`src/rtl/mod_cntr_pkg.sv`:
```
// Shared definitions for the mod-N counter family: constants, run-control
// state encoding and the load-value clamp.
package mod_cntr_pkg;

  localparam int MODULUS_13 = 13;
  localparam int W4         = 4;

  typedef enum logic [1:0] {
    IDLE = 2'd0,
    RUN  = 2'd1,
    DONE = 2'd2
  } cntr_state_e;

  // Saturate a requested load value to the top count (modulus - 1).
  function automatic int unsigned clamp_mod(input int unsigned v,
                                            input int unsigned modulus);
    return (v > modulus - 1) ? (modulus - 1) : v;
  endfunction

endpackage

```
`src/rtl/mod13_down_cntr.sv`:
```
// Loadable mod-13 down counter with periodic / one-shot modes, a registered
// one-cycle borrow pulse at terminal count and IDLE/RUN/DONE run control.
// Priority per edge: reset low > load > en. All outputs are registered.
module mod13_down_cntr
  import mod_cntr_pkg::*;
#(
  parameter int MODULUS = MODULUS_13,
  parameter int WIDTH   = W4
) (
  input  logic             clk,
  input  logic             reset,
  input  logic             en,
  input  logic             load,
  input  logic [WIDTH-1:0] load_val,
  input  logic             mode,
  output logic [WIDTH-1:0] Q,
  output logic             borrow,
  output logic             busy,
  output logic             done
);

  localparam logic [WIDTH-1:0] QMAX = WIDTH'(MODULUS - 1);
  localparam logic [WIDTH-1:0] ONE  = WIDTH'(1);

  cntr_state_e      state_q, state_d;
  logic [WIDTH-1:0] q_q, q_d;
  logic             borrow_q, borrow_d;
  logic             busy_q, done_q;

  // Next count, borrow and run state; load overrides counting in any state.
  always_comb begin
    state_d  = state_q;
    q_d      = q_q;
    borrow_d = 1'b0;
    if (load) begin
      q_d     = WIDTH'(clamp_mod(32'(load_val), MODULUS));
      state_d = RUN;
    end else begin
      case (state_q)
        RUN: begin
          if (en) begin
            if (q_q == '0) begin
              borrow_d = 1'b1;
              // mode only matters here, at the terminal-count edge
              if (mode) state_d = DONE;
              else      q_d     = QMAX;
            end else begin
              q_d = q_q - ONE;
            end
          end
        end
        IDLE:    ;
        DONE:    ;
        default: state_d = IDLE;
      endcase
    end
  end

  // State and output registers; busy/done are registered from next state so
  // they line up with Q and borrow.
  always_ff @(posedge clk) begin
    if (!reset) begin
      state_q  <= IDLE;
      q_q      <= QMAX;
      borrow_q <= 1'b0;
      busy_q   <= 1'b0;
      done_q   <= 1'b0;
    end else begin
      state_q  <= state_d;
      q_q      <= q_d;
      borrow_q <= borrow_d;
      busy_q   <= (state_d == RUN);
      done_q   <= (state_d == DONE);
    end
  end

  assign Q      = q_q;
  assign borrow = borrow_q;
  assign busy   = busy_q;
  assign done   = done_q;

endmodule

```
`config.mk`:
```
export PLATFORM = sky130hd
export DESIGN_NAME = mod13_down_cntr
export DESIGN_NICKNAME = d
export VERILOG_FILES = /design/src/rtl/mod_cntr_pkg.sv /design/src/rtl/mod13_down_cntr.sv
export SDC_FILE = /design/constraint.sdc
export NUM_CORES = 1
export LEC_CHECK = 0
export ABC_AREA = 0
export CELL_PAD_IN_SITES_DETAIL_PLACEMENT = 1
export CELL_PAD_IN_SITES_GLOBAL_PLACEMENT = 2
export CORE_MARGIN = 2
export CORE_UTILIZATION = 24
export CTS_BUF_LIST = sky130_fd_sc_hd__clkbuf_16
export DETAILED_ROUTE_END_ITERATION = 6
export GPL_TIMING_DRIVEN = 1
export PLACE_DENSITY_LB_ADDON = 0.1
export SLEW_MARGIN = 25
export SYNTH_ARGS = -nofsm -noshare
export SYNTH_HDL_FRONTEND = slang
export SYNTH_SLANG_ARGS = --single-unit
```
`constraint.sdc`:
```
create_clock -name clk -period 3.25 [get_ports clk]
set_clock_uncertainty 0.2 [all_clocks]
set_input_delay 0.65 -clock clk [delete_from_list [all_inputs] [get_ports clk]]
set_output_delay 0.65 -clock clk [all_outputs]
set_load 0.03 [all_outputs]
```
# After elaboration in Yosys (flattened, before gate mapping)
# Cells that the tools add are included.
dict set report classes {
  n_bitwise 3
  n_reduce_logical 7
  n_eq_ne 5
  add_sub_neg 1
  magnitude_cmp 1
  n_mux 12
}
# operator n
set op_table {}
lappend op_table {{4-bit 2-to-1 mux} 6}
lappend op_table {{2-bit 2-to-1 mux} 4}
lappend op_table {{2-bit by 1-bit equality test with 1-bit output (second input constant)} 2}
lappend op_table {{2-bit equality test (second input constant)} 2}
lappend op_table {{4-bit greater-than comparator (second input constant)} 1}
lappend op_table {{4-bit zero test} 1}
lappend op_table {{2-bit case mux with 2 select lines} 1}
lappend op_table {{2-bit nonzero test} 2}
lappend op_table {{4-bit OR reduction} 1}
lappend op_table {{4-bit by 1-bit subtractor with 4-bit output (second input constant)} 1}
lappend op_table {{3-bit != test (second input constant)} 1}
lappend op_table {{1-bit NOT} 3}
lappend op_table {{3-bit AND reduction} 1}
lappend op_table {{2-bit zero test} 1}
lappend op_table {{2-bit OR reduction} 1}
lappend op_table {{1-bit 2-to-1 mux} 1}
dict set report word_totals {
  regBits 9
  output_inout_bits 7
  inputBits 9
}

# Longest topological paths before layout
dict set report logic_depth {
  depth_word 6
  mapped_depth 4
}

# Worst setup path before layout
# Ideal clock, no wire load.
dict set report synth_path {
  path_kind {register -> register}
  start {register q_q[0] (netlist: Q[0])}
  end {register q_q[2] (netlist: Q[2])}
  stages_incl_launch_ff 5
  n_path_buf 0
  t_required_ns 2.927
  arrival_time_ns 1.185
  path_slack_ns 1.743
  cell_sequence {dfxtp_1 nor2_4 nand3_2 a2111oi_2 a311o_2}
}
dict set report synth_between {
  elab_chain_len 5
  elab_cells_between_ends 8
  classes_between {add/sub: 1; eq/ne: 1; mux: 4; reduce/logical: 2}
}
# item line_no
set synth_lines {}
lappend synth_lines {{start: declaration} mod13_down_cntr.sv:26} ;# logic [WIDTH-1:0] q_q, q_d;
lappend synth_lines {{start signal: assignment} mod13_down_cntr.sv:70} ;# q_q <= q_d;
lappend synth_lines {{4-bit by 1-bit subtractor with 4-bit output or 4-bit zero test (tied branches)} {mod13_down_cntr.sv:48, mod13_down_cntr.sv:42}}
lappend synth_lines {{4-bit 2-to-1 mux} mod13_down_cntr.sv:42} ;# if (q_q == '0) begin
lappend synth_lines {{4-bit 2-to-1 mux} mod13_down_cntr.sv:41} ;# if (en) begin
lappend synth_lines {{4-bit 2-to-1 mux} mod13_down_cntr.sv:39} ;# case (state_q)
lappend synth_lines {{4-bit 2-to-1 mux} mod13_down_cntr.sv:35} ;# if (load) begin
# Parallel ways exist; a longest one is shown, timed or not. The select of a mux whose other input is x is not followed.
# A chain may end at the register's enable or synchronous reset.

# Worst setup path after layout
dict set report layout_path {
  start {register q_q[0] (netlist: Q[0])}
  end {output port Q[0]}
}
# item line_no
set layout_lines {}
lappend layout_lines {{end: declaration} mod13_down_cntr.sv:16} ;# output logic [WIDTH-1:0] Q,
# No word-level cell between the ends.

==> out/metrics.yaml <==
outcome:
  status: "completed"
setup_path:
  endpoint_kind: "output pin"
  critical-path-slowest-cell: "clkdlybuf4s50_1"
  critPathLaunchType: "flip-flop"
  slowest_delay_ps: 730
  cp_max_fo: 7
  crit_arrival_ps: 1440
  path_buf_inv: 1
  cp_top_family: "buffers and inverters"
  cp_cell_sequence: "clkdlybuf4s50_1"
  critical_path_class: "reg -> out"
  required_ps: 2400
placement:
  placed_area_um2: 609
  io_buffers: 15
  gp_congestion: 0.781
  dp_cells: 89
  dp.final_hpwl_um: 904
detailed_routing:
  drcViolationCount: 0
  drt_wl_total_mm: 1.17
  via_count: 429
  drt_iter0_drc: 10
  wl_per_cell_um: 12.6
  viasPerCell: 4.61
  postRouteAntennaNets: 0
  drt-pass1-iter-count: 4
sta:
  fin_crit_sh: 0.705
  rsz0062_at_grt: "false"
  fmax_mhz: 436
  slew_headroom: 0.795
  period_needed_ps: 2290
  fin_tns_setup_ps: 0
  finalHoldViolCount: 0
  setup_violations: 0
  worst_pin_slew_ps: 307
  slew_violations: 0
synth:
  synth_area_um2: 428
  synthMuxAreaShare: 0
  synth_top_family_by_area: "compound AO/OA/AOI/OAI gates"
  synth-compound-area-share: 0.275
  ys_types: 23
  synth_area_leaders: "dfxtp_1, a21oi_1, nand2_1"
  synth_nets: 58
  yosysTopAreaCell: "dfxtp_1"
  synth_commonest_cells: "dfxtp_1, a21oi_1, nand2_1, inv_1"
  avgSynthCellArea_um2: 8.73
  synthAdderAreaFrac: 0
  synth_top_area_share: 0.421
  synthCells: 49
  synthXorXnorAreaFrac: 0
  synth_most_common_cell: "dfxtp_1"
  ys_seq_elements: 9
  synthSimpleGateAreaFrac: 0.269
  synth_ff_type: "dfxtp_1"
  yosysWarnings: 0
  synth-seq-area-share: 0.421
  ys_async_sr_fraction: 0
  synth_edf_count: 0
clock_network:
  htree_levels: 1
  cts_resized: 0
  cts_tree: "yes"
  clockRootBuffer: "clkbuf_16"
  clock_path_buffers: 2
  clkTransAtPathRegs_ps: 40
  clock_latency_ps: 240
  cts_buffers: 3
  cts_hold_buf: 0
  clock-sinks: 9
  post-cts-setup-buffers: 0
power_and_ir_drop:
  powerDensity_nw_per_um2: 583
  p_leak_nw: 0.268
  ir_drop_mv: 0.321
global_routing:
  antenna_found_initial: 0
  grt_max_degree: 9
  met2_usage: 0.194
  grt_pass1_vias: 401
  grt_pass1_wl_mm: 1.89
  met3_usage: 0.0588
  busiest_layer: "met2"
  grt.total_usage: 0.132
  grt-ovfl-total: 0
  grt_util_met1: 0.160
job:
  cap_violations: 0
floorplanning:
  die_x_um: 46.2
  start_util: 0.251
  dieArea_um2: 2140
  ioPinCount: 16
  core-area_um2: 1710
  die_h_um: 46.2
  rows: 15
finish:
  drive_above_1_share: 0.118
  final_nets: 78
  diodes: 0
  final_area_um2: 689
  syn2layout_area_growth_pct: 61.1
  multi_input_area_um2: 233
  fillCellCount: 207
  instances_no_fill: 93
  regArea_um2: 180
  post-route-util: 0.404
worst_hold_path:
  hp-class: "reg -> reg"
stage by stage:
step | setup slack, ps | hold WS [ps] | power (mW)
finish | 959 | 365 | 0.402
global route | 888 | 398 | 0.422
CTS | 942 | 375 | 0.407
detailed placement | 1030 | 364 | 0.185
global placement | 1050 | 354 | 0.185
floorplan | 1740 | 326 | 0.155
logic make-up (layout without fill, tap and decap cells):
group / after synthesis / count (layout)
compound gates: 16 / 16
buf+inv: 4 / 23
flops: 9 / 9
simple gates: 20 / 20
registers in the layout, indices dropped and copies added, names as in the netlist:
name,cells
Q,4
borrow,1
busy,1
done,1
state_q,2
final cells by class:
type,count,share of cell area
Clock buffer,3,0.109
Clock inverter,1,0.00726
Inverter,4,0.0218
Multi-Input combinational cell,36,0.338
Sequential cell,9,0.261
Tap cell,25,0.0454
Timing Repair Buffer,15,0.218
placed cells by master, fill, tap and decap left out:
cell type	count
a311o_2	1
a2111oi_2	1
nand3_2	1
clkdlybuf4s50_1	15
nand2_1	5
o2111a_1	1
inv_1	4
o31ai_1	1
nand3b_1	1
nor4_1	1
clkbuf_16	3
dfxtp_1	9
and2b_1	1
a21oi_1	6
o311ai_1	1
nor3_1	3
nor2_1	1
a21o_1	1
o21ai_0	2
clkinv_2	1
nor2_4	1
a32oi_1	1
or2b_1	1
a21boi_0	1
nand3_1	3
nand4_1	2
power by group:
part / internal (mW) / switching [mW] / total, mW
combinational: 0.0266 / 0.0289 / 0.0556
clock: 0.162 / 0.0574 / 0.220
sequential: 0.117 / 0.00944 / 0.126
total: 0.306 / 0.0958 / 0.402
routing by layer:
layer,up-vias,routed length (um)
li1,222,-
met1,191,516
met2,14,569
met3,2,70
met4,0,18
met5,-,0
worst paths after layout:
path,start,end,slack (ps),depth (start not counted)
min reg2reg,state_q[0],state_q[1],360,2
max reg2reg,Q[0],Q[2],1860,4
max,Q[0],Q[0],960,1
min,state_q[0],state_q[1],360,2
Power figures use the tool's default switching activity.
